`config.mk`:
```
export PLATFORM = sky130hd
export DESIGN_NAME = fetch_req_tracker
export DESIGN_NICKNAME = d
export VERILOG_FILES = /design/src/rtl/fetch_req_tracker_pkg.sv /design/src/rtl/fetch_req_tracker_meta_fifo.sv /design/src/rtl/fetch_req_tracker.sv
export SDC_FILE = /design/constraint.sdc
export NUM_CORES = 1
export LEC_CHECK = 0
export CAP_MARGIN = 0
export CORE_UTILIZATION = 41
export CTS_CLUSTER_SIZE = 14
export DETAILED_ROUTE_END_ITERATION = 6
export GPL_TIMING_DRIVEN = 0
export PLACE_DENSITY_LB_ADDON = 0.3
export SKIP_CTS_REPAIR_TIMING = 1
export SKIP_LAST_GASP = 1
export SLEW_MARGIN = 20
export SYNTH_ARGS = -nofsm -noshare
export SYNTH_HDL_FRONTEND = slang
export SYNTH_HIERARCHICAL = 1
export SYNTH_SLANG_ARGS = --single-unit
```
`constraint.sdc`:
```
create_clock -name clk -period 2.6 [get_ports clk]
set_input_delay 0.52 -clock clk [delete_from_list [all_inputs] [get_ports clk]]
set_output_delay 0.52 -clock clk [all_outputs]
set_load 0.02 [all_outputs]
```
`src/rtl/fetch_req_tracker_pkg.sv`:
```
// rtl/fetch_req_tracker_pkg.sv - shared front-end constants and fetch metadata type
package fetch_req_tracker_pkg;

    localparam int SINGLE_WORD = 32;
    localparam int EXCCODE     = 5;
    localparam int INST_NUM    = 4;
    localparam int FRT_DEPTH   = 4;

    localparam logic [SINGLE_WORD-1:0] ZEROWORD = '0;
    localparam logic                   FALSE    = 1'b0;

    // Address error on instruction fetch
    localparam logic [EXCCODE-1:0] EXC_ADEL = 5'h04;

    typedef struct packed {
        logic [SINGLE_WORD-1:0] vaddr;
        logic [INST_NUM-1:0]    inst_enable;
        logic                   need_delay_slot;
        logic                   has_exception;
        logic [EXCCODE-1:0]     exc_code;
    } frt_meta_t;

endpackage

```
`src/rtl/fetch_req_tracker_meta_fifo.sv`:
```
// rtl/fetch_req_tracker_meta_fifo.sv - in-order metadata FIFO with per-entry kill bits
// Ports: push_i/push_data_i write at the tail, pop_i retires the head,
// kill_all_i marks every live entry (and a same-cycle push) as killed.
// head_o/head_kill_o show the head entry, count_o the occupancy,
// live_vec_o the entries that are valid and not killed.
module frt_meta_fifo
    import fetch_req_tracker_pkg::*;
#(
    parameter int DEPTH = FRT_DEPTH
) (
    input  logic                         clk,
    input  logic                         rst,
    input  logic                         push_i,
    input  frt_meta_t                    push_data_i,
    input  logic                         pop_i,
    input  logic                         kill_all_i,
    output frt_meta_t                    head_o,
    output logic                         head_kill_o,
    output logic [$clog2(DEPTH+1)-1:0]   count_o,
    output logic [DEPTH-1:0]             live_vec_o
);

    localparam int PW = $clog2(DEPTH);
    localparam int CW = $clog2(DEPTH+1);

    frt_meta_t         mem_q [DEPTH];
    logic [DEPTH-1:0]  valid_q, valid_d;
    logic [DEPTH-1:0]  kill_q,  kill_d;
    logic [PW-1:0]     wr_ptr_q, wr_ptr_d;
    logic [PW-1:0]     rd_ptr_q, rd_ptr_d;
    logic [CW-1:0]     count_q,  count_d;

    always_comb begin
        valid_d  = valid_q;
        kill_d   = kill_q;
        wr_ptr_d = wr_ptr_q;
        rd_ptr_d = rd_ptr_q;
        count_d  = count_q;

        if (kill_all_i) begin
            kill_d = kill_q | valid_q;
        end
        if (pop_i) begin
            valid_d[rd_ptr_q] = 1'b0;
            kill_d[rd_ptr_q]  = 1'b0;
            rd_ptr_d          = rd_ptr_q + PW'(1);
        end
        // The caller never pushes when full, so the tail slot is free and
        // never aliases the head being popped.
        if (push_i) begin
            valid_d[wr_ptr_q] = 1'b1;
            kill_d[wr_ptr_q]  = kill_all_i;
            wr_ptr_d          = wr_ptr_q + PW'(1);
        end

        case ({push_i, pop_i})
            2'b10:   count_d = count_q + CW'(1);
            2'b01:   count_d = count_q - CW'(1);
            default: count_d = count_q;
        endcase
    end

    always_ff @(posedge clk) begin
        if (!rst) begin
            valid_q  <= '0;
            kill_q   <= '0;
            wr_ptr_q <= '0;
            rd_ptr_q <= '0;
            count_q  <= '0;
        end else begin
            valid_q  <= valid_d;
            kill_q   <= kill_d;
            wr_ptr_q <= wr_ptr_d;
            rd_ptr_q <= rd_ptr_d;
            count_q  <= count_d;
        end
    end

    // Payload needs no reset: it is only read behind a valid bit.
    always_ff @(posedge clk) begin
        if (push_i) begin
            mem_q[wr_ptr_q] <= push_data_i;
        end
    end

    assign head_o      = mem_q[rd_ptr_q];
    assign head_kill_o = kill_q[rd_ptr_q];
    assign count_o     = count_q;
    assign live_vec_o  = valid_q & ~kill_q;

endmodule

```
`src/rtl/fetch_req_tracker.sv`:
```
// rtl/fetch_req_tracker.sv - tracks I-Cache fetches from address accept to data return
// Ports: inst_req_i/inst_index_ok_i accept a PCR_* request, inst_data_ok_i/
// inst_rdata_i return it in order; CP0/SBA/BSC redirects kill in-flight
// requests; IQ_freeGroups_i throttles FRT_stopFetch_o; FRT_* is the output
// group, FRT_outstanding_o the live request count, FRT_protoErr_o sticky.
module fetch_req_tracker
    import fetch_req_tracker_pkg::*;
#(
    parameter int DEPTH = FRT_DEPTH
) (
    input  logic                         clk,
    input  logic                         rst,
    input  logic                         inst_req_i,
    input  logic                         inst_index_ok_i,
    input  logic [31:0]                  PCR_VAddr_i,
    input  logic [3:0]                   PCR_instEnable_i,
    input  logic                         PCR_needDelaySlot_i,
    input  logic                         PCR_hasException_i,
    input  logic [4:0]                   PCR_ExcCode_i,
    input  logic                         inst_data_ok_i,
    input  logic [127:0]                 inst_rdata_i,
    input  logic                         CP0_excOccur_w_i,
    input  logic                         SBA_flush_w_i,
    input  logic                         BSC_isDiffRes_w_i,
    input  logic [2:0]                   IQ_freeGroups_i,
    output logic                         FRT_stopFetch_o,
    output logic                         FRT_valid_o,
    output logic [31:0]                  FRT_VAddr_o,
    output logic [3:0]                   FRT_instEnable_o,
    output logic [127:0]                 FRT_inst_o,
    output logic                         FRT_needDelaySlot_o,
    output logic                         FRT_hasException_o,
    output logic [4:0]                   FRT_ExcCode_o,
    output logic [$clog2(DEPTH+1)-1:0]   FRT_outstanding_o,
    output logic                         FRT_protoErr_o
);

    localparam int CW = $clog2(DEPTH+1);

    logic             redirect;
    logic             accept;
    logic             full;
    logic             empty;
    logic             push;
    logic             pop;
    logic             deliver;
    frt_meta_t        push_meta;
    frt_meta_t        head_meta;
    logic             head_kill;
    logic [CW-1:0]    count;
    logic [DEPTH-1:0] live_vec;
    logic [7:0]       live_cnt;

    logic             valid_q,   valid_d;
    frt_meta_t        meta_q,    meta_d;
    logic [127:0]     inst_q,    inst_d;
    logic             proto_err_q, proto_err_d;

    assign redirect = CP0_excOccur_w_i | SBA_flush_w_i | BSC_isDiffRes_w_i;
    assign accept   = inst_req_i & inst_index_ok_i;
    assign full     = (count == CW'(DEPTH));
    assign empty    = (count == '0);
    assign push     = accept & ~full;
    assign pop      = inst_data_ok_i & ~empty;
    // A return coinciding with a redirect belongs to the old path.
    assign deliver  = pop & ~head_kill & ~redirect;

    assign push_meta = '{
        vaddr:           PCR_VAddr_i,
        inst_enable:     PCR_instEnable_i,
        need_delay_slot: PCR_needDelaySlot_i,
        has_exception:   PCR_hasException_i,
        exc_code:        PCR_ExcCode_i
    };

    frt_meta_fifo #(
        .DEPTH (DEPTH)
    ) u_meta_fifo (
        .clk         (clk),
        .rst         (rst),
        .push_i      (push),
        .push_data_i (push_meta),
        .pop_i       (pop),
        .kill_all_i  (redirect),
        .head_o      (head_meta),
        .head_kill_o (head_kill),
        .count_o     (count),
        .live_vec_o  (live_vec)
    );

    always_comb begin
        valid_d     = deliver;
        meta_d      = meta_q;
        inst_d      = inst_q;
        proto_err_d = proto_err_q;
        if (deliver) begin
            meta_d = head_meta;
            // Faulting fetches never carry real instruction bits downstream.
            inst_d = head_meta.has_exception ? '0 : inst_rdata_i;
        end
        if ((inst_data_ok_i & empty) | (accept & full)) begin
            proto_err_d = 1'b1;
        end
    end

    always_ff @(posedge clk) begin
        if (!rst) begin
            valid_q     <= 1'b0;
            meta_q      <= '0;
            inst_q      <= '0;
            proto_err_q <= 1'b0;
        end else begin
            valid_q     <= valid_d;
            meta_q      <= meta_d;
            inst_q      <= inst_d;
            proto_err_q <= proto_err_d;
        end
    end

    // Groups that can still land in the IQ: unkilled in-flight requests
    // plus the one sitting in the output register.
    always_comb begin
        live_cnt = 8'(valid_q);
        for (int i = 0; i < DEPTH; i++) begin
            live_cnt = live_cnt + 8'(live_vec[i]);
        end
    end

    assign FRT_stopFetch_o     = rst & (full | (live_cnt >= 8'(IQ_freeGroups_i)));
    assign FRT_outstanding_o   = rst ? count : '0;
    assign FRT_valid_o         = valid_q & ~redirect;
    assign FRT_VAddr_o         = meta_q.vaddr;
    assign FRT_instEnable_o    = meta_q.inst_enable;
    assign FRT_needDelaySlot_o = meta_q.need_delay_slot;
    assign FRT_hasException_o  = meta_q.has_exception;
    assign FRT_ExcCode_o       = meta_q.exc_code;
    assign FRT_inst_o          = inst_q;
    assign FRT_protoErr_o      = proto_err_q;

endmodule

```
==> flow_summary_export.csv <==
group,metric,value,unit
detailed_routing,first_iter_violations,539,
detailed_routing,post-route-drc-count,0,
sta,fin_crit,3.55,ns
sta,max_slew_margin,0.425,
floorplanning,start_util,0.417,
placed_design,dp_hpwl,28500,um
clocking,cts_num_sinks,362,
layout,drive_gt1_frac,0.100,
setup_path,r2r_slack,0.09,ns
placed_design,portBuffers,358,
setup_path,crit_type,"register to primary output",
grt,grt_usage,0.227,
grt,grt_max_degree,47,
synth,syn-num-nets,1317,
min_path,hold_class,"register to register",
synth,yosys_warnings,6,
setup_path,reg2reg_to,"FRT_inst_o[18]",
run_status,violations,"negative setup slack",
floorplanning,die_x,187,um
layout,synthToLayoutAreaGrowth,39.4,%
detailed_routing,ant_nets,0,
detailed_routing,wire_per_inst,20.0,um
sta,drv_slew,0,
setup_path,cp_slowest_stage_delay,0.51,ns
job,drv_cap,0,
clocking,clk_latency,0.52,ns
floorplanning,dieArea,0.0349,sq mm
synth,ys_seq_area_frac,0.641,
placed_design,gp_congestion,0.884,
synth,synth_edf_count,172,
power,vdd_drop_max,0.000585,V
sta,worst_pin_slew,0.862,ns
synth,synth_area_leaders,"edfxtp_1 (37%), dfxtp_1 (27%), or3b_1 (8.0%)",
synth,ys_types,30,
setup_path,r2r_cells,8,
detailed_routing,vias_per_cell,5.08,
power,cellPowerDensity,720,mW/mm^2
sta,fin_skew,0.0109,ns
setup_path,cp_max_fo,3,
synth,synth-main-ff-cell,"dfxtp_1",
power,p_leak,6.47,nW
clocking,htree_num_levels,2,
setup_path,cp.depth,11,
setup_path,crit_family,"adder cells",
clocking,clkTransAtPathRegs,0.06,ns
setup_path,r2r-start,"u_meta_fifo/rd_ptr_q[0]",
grt,grt_pass1_vias,10300,
sta,finalHoldViolCount,0,
setup_path,cp-endpoint,"FRT_stopFetch_o",
setup_path,crit_required,2.08,ns
setup_path,cp-start-kind,"register",
detailed_routing,drt-total-wl,40000,um
setup_path,cpMaxStageDelayCell,"fa_1",
clocking,numCtsBuffers,39,
sta,max_freq,282,MHz
setup_path,critPathBufInv,3,
power,power,14.0,mW
synth,synth_top_area_frac,0.369,
run_status,status,"finished, violations left",
setup_path,path_cells,"nor2b_2 > inv_1 > fa_1 > inv_2 > fa_2 > ha_4 > ha_1 > a21boi_2 > o21ai_2 > a21oi_2 > buf_6",
clocking,cts_root_buf,"clkbuf_16",
floorplanning,top_level_ports,359,
grt,antenna_found_initial,11,
sta,setup_viol,4,
synth,syn_inst,1119,
clocking,clockBufferDepth,3,
synth,syn-cell-area,0.0140,sq mm
detailed_routing,drt_pass1_iterations,4,
synth,synth.most_common_cell,"dfxtp_1",
floorplanning,std_cell_rows,67,
synth,yosys-top-cells-count,"dfxtp_1 (190), nand2_1 (180), edfxtp_1 (172)",
clocking,cts_tree,"built",
synth,synth_largest_area_cell,"edfxtp_1",
grt,grt_pass1_wl,60500,um
setup_path,worstSetupStartpoint,"u_meta_fifo/valid_q[1]",
grt,overflow,0,
setup_path,arrival,3.03,ns
floorplanning,die_y,187,um
floorplanning,core,0.0335,sq mm
synth,synth_seq_cells,362,
sta,final.setup.tns,-2.89,ns
detailed_routing,num_vias,10200,
sta,final.period_utilization,1.36,
sta,rsz0062_at_grt,"true",
synth,synthArstFlopShare,0,
synth,synth.avg_cell_area,12.5,sq um
sta,fin_ws,-0.947,ns
setup_path,end_kind,"primary output",
layout,nNetsFinal,1715,
[power by group]
part | internal (mW) | switching (mW) | total [mW]
Clock | 3.13 | 2.22 | 5.35
Combinational | 1.18 | 1.20 | 2.39
Sequential | 6.19 | 0.119 | 6.31
Total | 10.5 | 3.54 | 14.0
[routing by layer]
| layer | GRT usage | up-vias | routed length (um) |
|---|---|---|---|
| met1 | 0.273 | 4956 | 15800 |
| met4 | 0.0668 | 4 | 813 |
| met5 | 0 | - | 27 |
| met2 | 0.403 | 335 | 20500 |
| li1 | - | 4826 | - |
| met3 | 0.0547 | 53 | 2840 |
[registers in the layout (all words and copies together) (netlist names), 2 cells and up, named ones only]
register and flops:
FRT_inst_o 128, u_meta_fifo/count_o 3, u_meta_fifo/valid_q 4, FRT_ExcCode_o 5
u_meta_fifo/wr_ptr_q 2, u_meta_fifo/rd_ptr_q 2, u_meta_fifo/kill_q 4, u_meta_fifo/mem_q 172
FRT_instEnable_o 4, FRT_VAddr_o 32
[tightest hold or removal path: stages, from the launching register on]
cell and delay, ns:
dfxtp_1 0.30, nand2_1 0.05, a21oi_1 0.05
[layout by cell type (no fill, tap or decap), types with 5 or more instances in the layout]
| master | count |
|---|---|
| nand2_1 | 180 |
| buf_6 | 11 |
| buf_2 | 7 |
| inv_1 | 19 |
| clkinv_2 | 8 |
| a21oi_1 | 136 |
| or3b_1 | 128 |
| nor2_1 | 16 |
| clkdlybuf4s50_1 | 356 |
| edfxtp_1 | 172 |
| clkbuf_1 | 59 |
| diode_2 | 9 |
| mux4_2 | 41 |
| clkbuf_2 | 9 |
| clkbuf_16 | 39 |
| dfxtp_1 | 186 |
| clkbuf_8 | 5 |
| ha_1 | 12 |
| o21ai_0 | 45 |
| nand3_1 | 48 |
| buf_1 | 5 |
[logic make-up (layout without fill, tap and decap cells)]
| logic type | Yosys count | after routing | synth area share |
|---|---|---|---|
| compound gates | 190 | 190 | 0.0687 |
| simple gates | 390 | 390 | 0.159 |
| buf+inv | 111 | 539 | 0.0402 |
| fa+ha+maj | 16 | 16 | 0.0159 |
| mux | 46 | 46 | 0.0731 |
| other cells | 0 | 9 | 0 |
| xor+xnor | 4 | 4 | 0.00250 |
| flops | 362 | 362 | 0.641 |
[worst min-delay path by stage]
stage / end / cells after the start / slack [ns] / startpoint
after detailed placement: FRT_inst_o[29] / 2 / 0.44 / FRT_inst_o[29]
after global placement: FRT_inst_o[21] / 2 / 0.44 / FRT_inst_o[21]
final: FRT_inst_o[109] / 2 / 0.45 / FRT_inst_o[109]
after CTS: FRT_inst_o[12] / 2 / 0.45 / FRT_inst_o[12]
after floorplan: u_meta_fifo/valid_q[0] / 2 / 0.46 / u_meta_fifo/valid_q[0]
after global routing: FRT_inst_o[2] / 2 / 0.46 / FRT_inst_o[2]
[per-stage QoR]
stage | cells | hold slack [ns] | setup WS (ns) | util | cell area (sq um)
after floorplan | 1119 | 0.458 | -0.296 | - | 14000
after global placement | 1925 | 0.437 | -1.39 | 0.541 | 18100
after detailed placement | 1926 | 0.443 | -1.22 | 0.542 | 18200
after CTS | 1997 | 0.451 | -1.62 | 0.579 | 19400
after global routing | 2002 | 0.463 | -1.07 | 0.582 | 19500
final | 2004 | 0.447 | -0.947 | 0.582 | 19500
[final cells by class]
type	instances	area (sq um)
tap	448	561
clock inverter	17	160
inverter	22	82.6
buffer	87	498
timing repair buffer	359	3610
sequential	362	8970
multi-input combinational	646	4510
antenna	9	22.5
fill	2796	14000
clock buffer	54	1080
Power figures use the tool's default switching activity.
